File: config.mk
export PLATFORM = sky130hd
export DESIGN_NAME = uart_rx_os16
export DESIGN_NICKNAME = d
export VERILOG_FILES = /design/src/rtl/uart_pkg.sv /design/src/rtl/baud_tick_gen.sv /design/src/rtl/uart_rx_os16.sv
export SDC_FILE = /design/constraint.sdc
export NUM_CORES = 1
export LEC_CHECK = 0
export CAP_MARGIN = 10
export CORE_MARGIN = 8
export CORE_UTILIZATION = 45
export DETAILED_ROUTE_END_ITERATION = 16
export GPL_TIMING_DRIVEN = 1
export SYNTH_ARGS = -nofsm -noshare
export SYNTH_HDL_FRONTEND = slang
export SYNTH_SLANG_ARGS = --single-unit
File: constraint.sdc
create_clock -name clk -period 2 [get_ports clk]
set_input_delay 0.4 -clock clk [delete_from_list [all_inputs] [get_ports clk]]
set_output_delay 0.4 -clock clk [all_outputs]
set_load 0.02 [all_outputs]
File: src/rtl/uart_pkg.sv
// Shared types and constants for the 16x oversampled UART receiver.
package uart_pkg;

    typedef enum logic [1:0] {
        IDLE  = 2'd0,
        START = 2'd1,
        DATA  = 2'd2,
        STOP  = 2'd3
    } rx_state_t;

    localparam int OS = 16;

    // Rounded clock divider for one oversample tick.
    function automatic int calc_div(input int clk_hz, input int baud, input int os);
        return (clk_hz + (os / 2) * baud) / (os * baud);
    endfunction

endpackage

File: src/rtl/baud_tick_gen.sv
// Free-running oversample tick: one-cycle pulse every DIV clocks.
module baud_tick_gen
    import uart_pkg::*;
#(
    parameter int CLK_HZ = 100_000_000,
    parameter int BAUD   = 115200,
    parameter int OS     = 16
) (
    input  logic clk,
    input  logic rst,
    output logic tick
);

    localparam int DIV = calc_div(CLK_HZ, BAUD, OS);
    localparam int W   = (DIV > 1) ? $clog2(DIV) : 1;
    localparam logic [W-1:0] LAST = W'(DIV - 1);

    logic [W-1:0] cnt;

    always_ff @(posedge clk) begin
        if (rst) begin
            cnt <= '0;
        end else if (cnt == LAST) begin
            cnt <= '0;
        end else begin
            cnt <= cnt + 1'b1;
        end
    end

    assign tick = (cnt == LAST);

endmodule

File: src/rtl/uart_rx_os16.sv
// 8N1 UART receiver, 16x oversampling with 3-sample majority vote.
module uart_rx_os16
    import uart_pkg::*;
#(
    parameter int CLK_HZ = 100_000_000,
    parameter int BAUD   = 115200
) (
    input  logic       clk,
    input  logic       rst,
    input  logic       rx,
    output logic       rx_flag,
    output logic [7:0] rx_data,
    output logic       frame_err,
    output logic       busy
);

    logic rx_m;
    logic rx_s;
    logic tick;

    always_ff @(posedge clk) begin
        if (rst) begin
            rx_m <= 1'b1;
            rx_s <= 1'b1;
        end else begin
            rx_m <= rx;
            rx_s <= rx_m;
        end
    end

    baud_tick_gen #(
        .CLK_HZ(CLK_HZ),
        .BAUD  (BAUD),
        .OS    (OS)
    ) u_tick (
        .clk (clk),
        .rst (rst),
        .tick(tick)
    );

    rx_state_t  state, state_n;
    logic [3:0] sc, sc_n;
    logic [2:0] bc, bc_n;
    logic [7:0] sh, sh_n;
    logic [2:0] cap, cap_n;
    logic       armed, armed_n;
    logic       flag_n, ferr_n;
    logic [7:0] data_n;
    logic       c9;
    logic       vote;

    // The sc=9 sample is live on the STOP decision tick itself.
    assign c9   = (sc == 4'd9) ? rx_s : cap[2];
    assign vote = (cap[0] & cap[1]) | (cap[0] & c9) | (cap[1] & c9);
    assign busy = (state != IDLE);

    always_ff @(posedge clk) begin
        if (rst) begin
            state     <= IDLE;
            sc        <= '0;
            bc        <= '0;
            sh        <= '0;
            cap       <= 3'b111;
            armed     <= 1'b1;
            rx_flag   <= 1'b0;
            rx_data   <= '0;
            frame_err <= 1'b0;
        end else begin
            state     <= state_n;
            sc        <= sc_n;
            bc        <= bc_n;
            sh        <= sh_n;
            cap       <= cap_n;
            armed     <= armed_n;
            rx_flag   <= flag_n;
            rx_data   <= data_n;
            frame_err <= ferr_n;
        end
    end

    always_comb begin
        state_n = state;
        sc_n    = sc;
        bc_n    = bc;
        sh_n    = sh;
        cap_n   = cap;
        armed_n = armed;
        flag_n  = 1'b0;
        ferr_n  = 1'b0;
        data_n  = rx_data;
        if (tick) begin
            if (state != IDLE) begin
                sc_n = sc + 4'd1;
                if (sc == 4'd7) cap_n[0] = rx_s;
                if (sc == 4'd8) cap_n[1] = rx_s;
                if (sc == 4'd9) cap_n[2] = rx_s;
            end
            unique case (state)
                IDLE: begin
                    sc_n = '0;
                    if (rx_s) begin
                        armed_n = 1'b1;
                    end else if (armed) begin
                        state_n = START;
                        sc_n    = 4'd1;
                    end
                end
                START: begin
                    if (sc == 4'd15) begin
                        sc_n = '0;
                        bc_n = '0;
                        state_n = vote ? IDLE : DATA;
                    end
                end
                DATA: begin
                    if (sc == 4'd15) begin
                        sc_n = '0;
                        sh_n = {vote, sh[7:1]};
                        if (bc == 3'd7) state_n = STOP;
                        else bc_n = bc + 3'd1;
                    end
                end
                STOP: begin
                    // Decide mid-bit so a following start edge is not missed.
                    if (sc == 4'd9) begin
                        state_n = IDLE;
                        sc_n    = '0;
                        if (vote) begin
                            data_n = sh;
                            flag_n = 1'b1;
                        end else begin
                            ferr_n  = 1'b1;
                            armed_n = 1'b0;
                        end
                    end
                end
            endcase
        end
    end

endmodule

# [After elaboration in Yosys (flattened, before gate mapping)]
# Index checks and enable logic that the tools add are counted.
[op_classes] addsub=3 eq_ne=18 n_mux=25 bitwise=8 n_reduce_logical=15
[ops] cell="2-bit != test, second input constant" count=9
[ops] cell="2-bit two-way mux" count=7
[ops] cell="4-bit equality test, second input constant" count=3
[ops] cell="4-bit two-way mux" count=3
[ops] cell="4-bit one-hot mux with 3 select lines" count=1
[ops] cell="5-bit AND reduction" count=2
[ops] cell="3-bit two-way mux" count=3
[ops] cell="3-bit AND reduction" count=3
[ops] cell="1-bit two-way mux" count=8
[ops] cell="2-bit one-hot mux with 4 select lines" count=1
[ops] cell="7-bit AND reduction" count=1
[ops] cell="6-bit by 1-bit adder with 6-bit output, second input constant" count=1
[ops] cell="6-bit equality test, second input constant" count=1
[ops] cell="3-bit one-hot mux with 2 select lines" count=1
[ops] cell="2-bit nonzero test" count=3
[ops] cell="4-bit by 1-bit adder with 4-bit output, second input constant" count=1
[ops] cell="2-bit equality test, second input constant" count=2
[ops] cell="4-bit by 3-bit equality test with 1-bit output, second input constant" count=1
[ops] cell="4-bit AND reduction" count=1
[ops] cell="2-bit OR reduction" count=2
[ops] cell="4-bit OR reduction" count=1
[ops] cell="3-bit by 1-bit adder with 3-bit output, second input constant" count=1
[ops] cell="1-bit bitwise AND" count=3
[ops] cell="3-bit equality test, second input constant" count=1
[ops] cell="other kinds (6)" count=9
[totals] regBits=39 out_inout_bits=11 word_cells=83

# [Longest topological paths before layout]
[logic_depth] word_depth=8 mapped_depth=9 mapped_depth_nobuf=6

# [Cells and area by module]
# A second synthesis with hierarchy kept.
[unflattened] cells_unflattened=209 area_unflattened_um2=1826.8
[modules_own_cells] module="uart_rx_os16" n_inst=1 cells_each=180 area_per_inst_um2=1565.3 seq_area_each_um2=660.6
[modules_own_cells] module="baud_tick_gen" n_inst=1 cells_each=29 area_per_inst_um2=261.5 seq_area_each_um2=120.1

# [Worst setup path before layout]
# OpenSTA, ideal clock, no wires.
[synth_timing] path_type="reg2reg" startpoint="register state[0]" endpoint="register state[0]" setup_time_ps=115 arrival_ps=1690 required_ps=1885 setup_slack_ps=195 path_stages_with_launch=7 period_less_slack_ps=1805 cell_sequence="dfxtp_1 -> inv_1 -> ha_1 -> nor2b_1 -> a221o_1 -> or4_1 -> and3_1"
[synth_via] elab_chain_len=3 word_cells_on_any_way=12 cone_classes="eq/ne: 9; mux: 1; reduce/logical: 2"
[synth_lines] element="start: declaration" line_no="uart_rx_os16.sv:41" text="rx_state_t state, state_n;"
[synth_lines] element="start signal: assignment" line_no="uart_rx_os16.sv:69" text="state <= state_n;"
[synth_lines] element="2-bit equality test (tied with other cells)" line_no="uart_rx_os16.sv:98" text="unique case (state)"
[synth_lines] element="2-bit != test (no source line)"
[synth_lines] element="7-bit AND reduction (no source line)"
# Several ways; a longest one is shown, not always the timed one.
# A chain may end at the register's enable or synchronous reset.

==> results.json <==
{
  "post-synth-top-area-fraction_pct": 42.36,
  "clk_pin_slew_worst_paths_ns": 0.07,
  "layout_commonest_cell": "dfxtp_1",
  "nets": 228,
  "finalPower_uw": 1353,
  "finalCritPeriodShare_pct": 95.63,
  "powerDensity_mw_per_mm2": 631.9,
  "hold_depth": 1,
  "finalSetupTns_ns": 0,
  "worstMarginPinSlew_ns": 0.5303,
  "clk_latency_ns": 0.29,
  "yosys_warnings": 0,
  "postLayoutSetupSlackWorst_ns": 0.08735,
  "maxSlewHeadroom_pct": 64.27,
  "outcome": "finished, final reports clean",
  "p_leak_uw": 0.0008936,
  "min_to": "rx_s",
  "vias": 1445,
  "fin_crit_ns": 1.913,
  "dp_slack_ns": 0.05459,
  "rsz0062_at_grt": "no",
  "grt_pass1_vias": 1451,
  "ys_ff_latch": 39,
  "synth_area_leader_cell": "dfxtp_1",
  "worst_setup_path_start_kind": "flop",
  "grt_max_degree": 24,
  "wire_per_inst_um": 14.89,
  "avgViaCountPerCell": 5.453,
  "async_flop_share_pct": 0,
  "drc": 0,
  "die_area_mm2": 0.006399,
  "r2r_slack_ns": 0.09,
  "start_util_pct": 46.41,
  "cts_max_path_buffers": 2,
  "endpoint_kind": "flop",
  "worst_path_largest_cell_delay_ns": 0.48,
  "setup_viol": 0,
  "cts_buffers": 5,
  "core_area_mm2": 0.003971,
  "hold_ws_ns": 0.4272,
  "first_pass_iters": 4,
  "maxSlewViolCount": 0,
  "hpwl_mm": 2.871,
  "cts_sinks": 39,
  "layout_common_cells": "38 x dfxtp_1, 26 x nor2_1, 17 x mux2i_1",
  "cts_setup_buffers": 0,
  "hp-start": "rx_m",
  "antenna_left": 0,
  "area_growth_pct": 16.16,
  "hold_path_class": "reg -> reg",
  "cts-root-buf": "clkbuf_8",
  "diodes": 0,
  "antenna_found_initial": 0,
  "crit_type": "reg -> reg",
  "ys_top_cells_by_area": "dfxtp_1 42%, mux2i_1 9.2%, ha_1 7.5%, nor2_1 5.5%, inv_1 2.9%",
  "gp_congestion": 0.9253,
  "io_buffers": 13,
  "grt_pass1_wl_mm": 6.727,
  "ys_seq_area_share_pct": 42.36,
  "pin_count": 14,
  "wl_mm": 3.947,
  "cts_tree": "yes",
  "rows": 23,
  "max-vdd-ir-drop_v": 0.0004254,
  "synth_cells": 195,
  "finalHoldViolCount": 0,
  "required_ns": 2.18,
  "die_w_um": 80.00,
  "cp_max_fo": 7,
  "grt_overflow": 0,
  "synthFlopType": "dfxtp_1",
  "ff2ff_path_depth": 5,
  "drtIter0Drc": 66,
  "grt_util_all_layers_pct": 13.31,
  "crit_chain": "inv_1, ha_1, a221o_1, or4_1, and3_1",
  "slowest_stage": "or4_1",
  "synth_edf_count": 0,
  "synth_nets": 209,
  "reg2reg_to": "state[0]",
  "syn_avg_cell_area_um2": 9.451,
  "fill_cells": 368,
  "multi_input_area_um2": 980.9,
  "critical_path_arrival_ns": 2.09,
  "synthesis.area_mm2": 0.001843,
  "drive_above_1_share_pct": 11.16,
  "ys_types": 45,
  "max-cap-violations": 0,
  "htreeDepth": 2,
  "chipHeight_um": 80.00,
  "fin_skew_ns": 0.005227,
  "regArea_um2": 782.0,
  "max_freq_mhz": 522.8
}
-- timing repair --
action                                  4_1_cts  5_1_grt
hold buffers                                  0        0
endpoints found under the setup margin        1        4
gates resized for setup                       1        5
pin swaps                                     0        1
-- stage by stage --
step           cells  utilization (%)  instance area, um2
2_1_floorplan    195                -                1843
3_3_place_gp     257            51.58                2048
3_5_place_dp     257            51.58                2048
4_1_cts          265            53.59                2128
5_1_grt          265            53.91                2141
6_report         265            53.91                2141
-- critical path: cells and delay by family, from the launching register on --
kind / cells / cell delay, ns
AO/OA/AOI/OAI: 1 / 0.38
adder cells (fa/ha/maj): 1 / 0.28
buffers and inverters: 1 / 0.09
flip-flops: 1 / 0.38
AND/OR/NAND/NOR: 2 / 0.68
-- state kept, by name, indices dropped and copies added, names as in the netlist, named ones only --
register / cells
armed: 1
state: 1
cap: 3
rx_flag: 1
rx_s: 1
rx_m: 1
sh: 8
bc: 3
frame_err: 1
u_tick.cnt: 6
sc: 4
rx_data: 8
-- logic make-up (layout without fill, tap and decap cells) --
family,count (synthesis),after routing,share of synthesized area [%]
multiplexers,18,18,9.844
flip-flops,39,39,42.36
AND/OR/NAND/NOR,70,70,20.98
XOR/XNOR,4,4,1.901
buffers and inverters,22,42,5.023
AO/OA/AOI/OAI,28,28,10.79
adder cells (fa/ha/maj),14,14,9.097
-- cell type report --
class	instances	share of cell area, %
Clock buffer	7	3.565
Clock inverter	1	0.2338
Inverter	14	2.455
Multi-Input combinational cell	134	45.82
Sequential cell	39	36.53
Tap cell	50	2.922
Timing Repair Buffer	20	8.475
-- layer usage --
| layer | wire length, um | track usage (%) | part of all wire, % |
|---|---|---|---|
| met5 | 0 | 0 | 0 |
| met4 | 90 | 6.182 | 2.3 |
| met3 | 209 | 4.505 | 5.3 |
| met2 | 1866 | 21.50 | 47 |
| met1 | 1782 | 15.43 | 45 |
-- cell usage after synthesis, drive strengths merged, types with 2 or more instances --
master,instances
dfxtp,39
and2,2
or2,2
nor4,4
nor2,27
and3,3
a211oi,2
mux2i,17
buf,4
nand3b,4
nor3,4
clkbuf,4
nand2,6
o211ai,2
or4,3
a21oi,4
ha,11
maj3,3
o21ai,8
inv,14
a221o,2
xor2,2
nand3,8
xnor2,2
-- report_power, final --
group,internal [uW],switching (uW),total (uW)
Clock,245,263,508
Combinational,23.8,27.2,51.0
Sequential,785,9.11,794
-- worst max-delay path by stage --
stage	start	end	slack, ns	cells after the start
after global placement	state[0]	sc[3]	0.14	6
after floorplan	state[0]	state[0]	0.19	6
final	flop	state[0]	0.09	5
after detailed placement	state[0]	sc[3]	0.05	6
after CTS	state[0]	sc[3]	0.04	6
after global routing	state[0]	flop	0.007	7
Note: power is estimated with default switching activity, not from simulation.
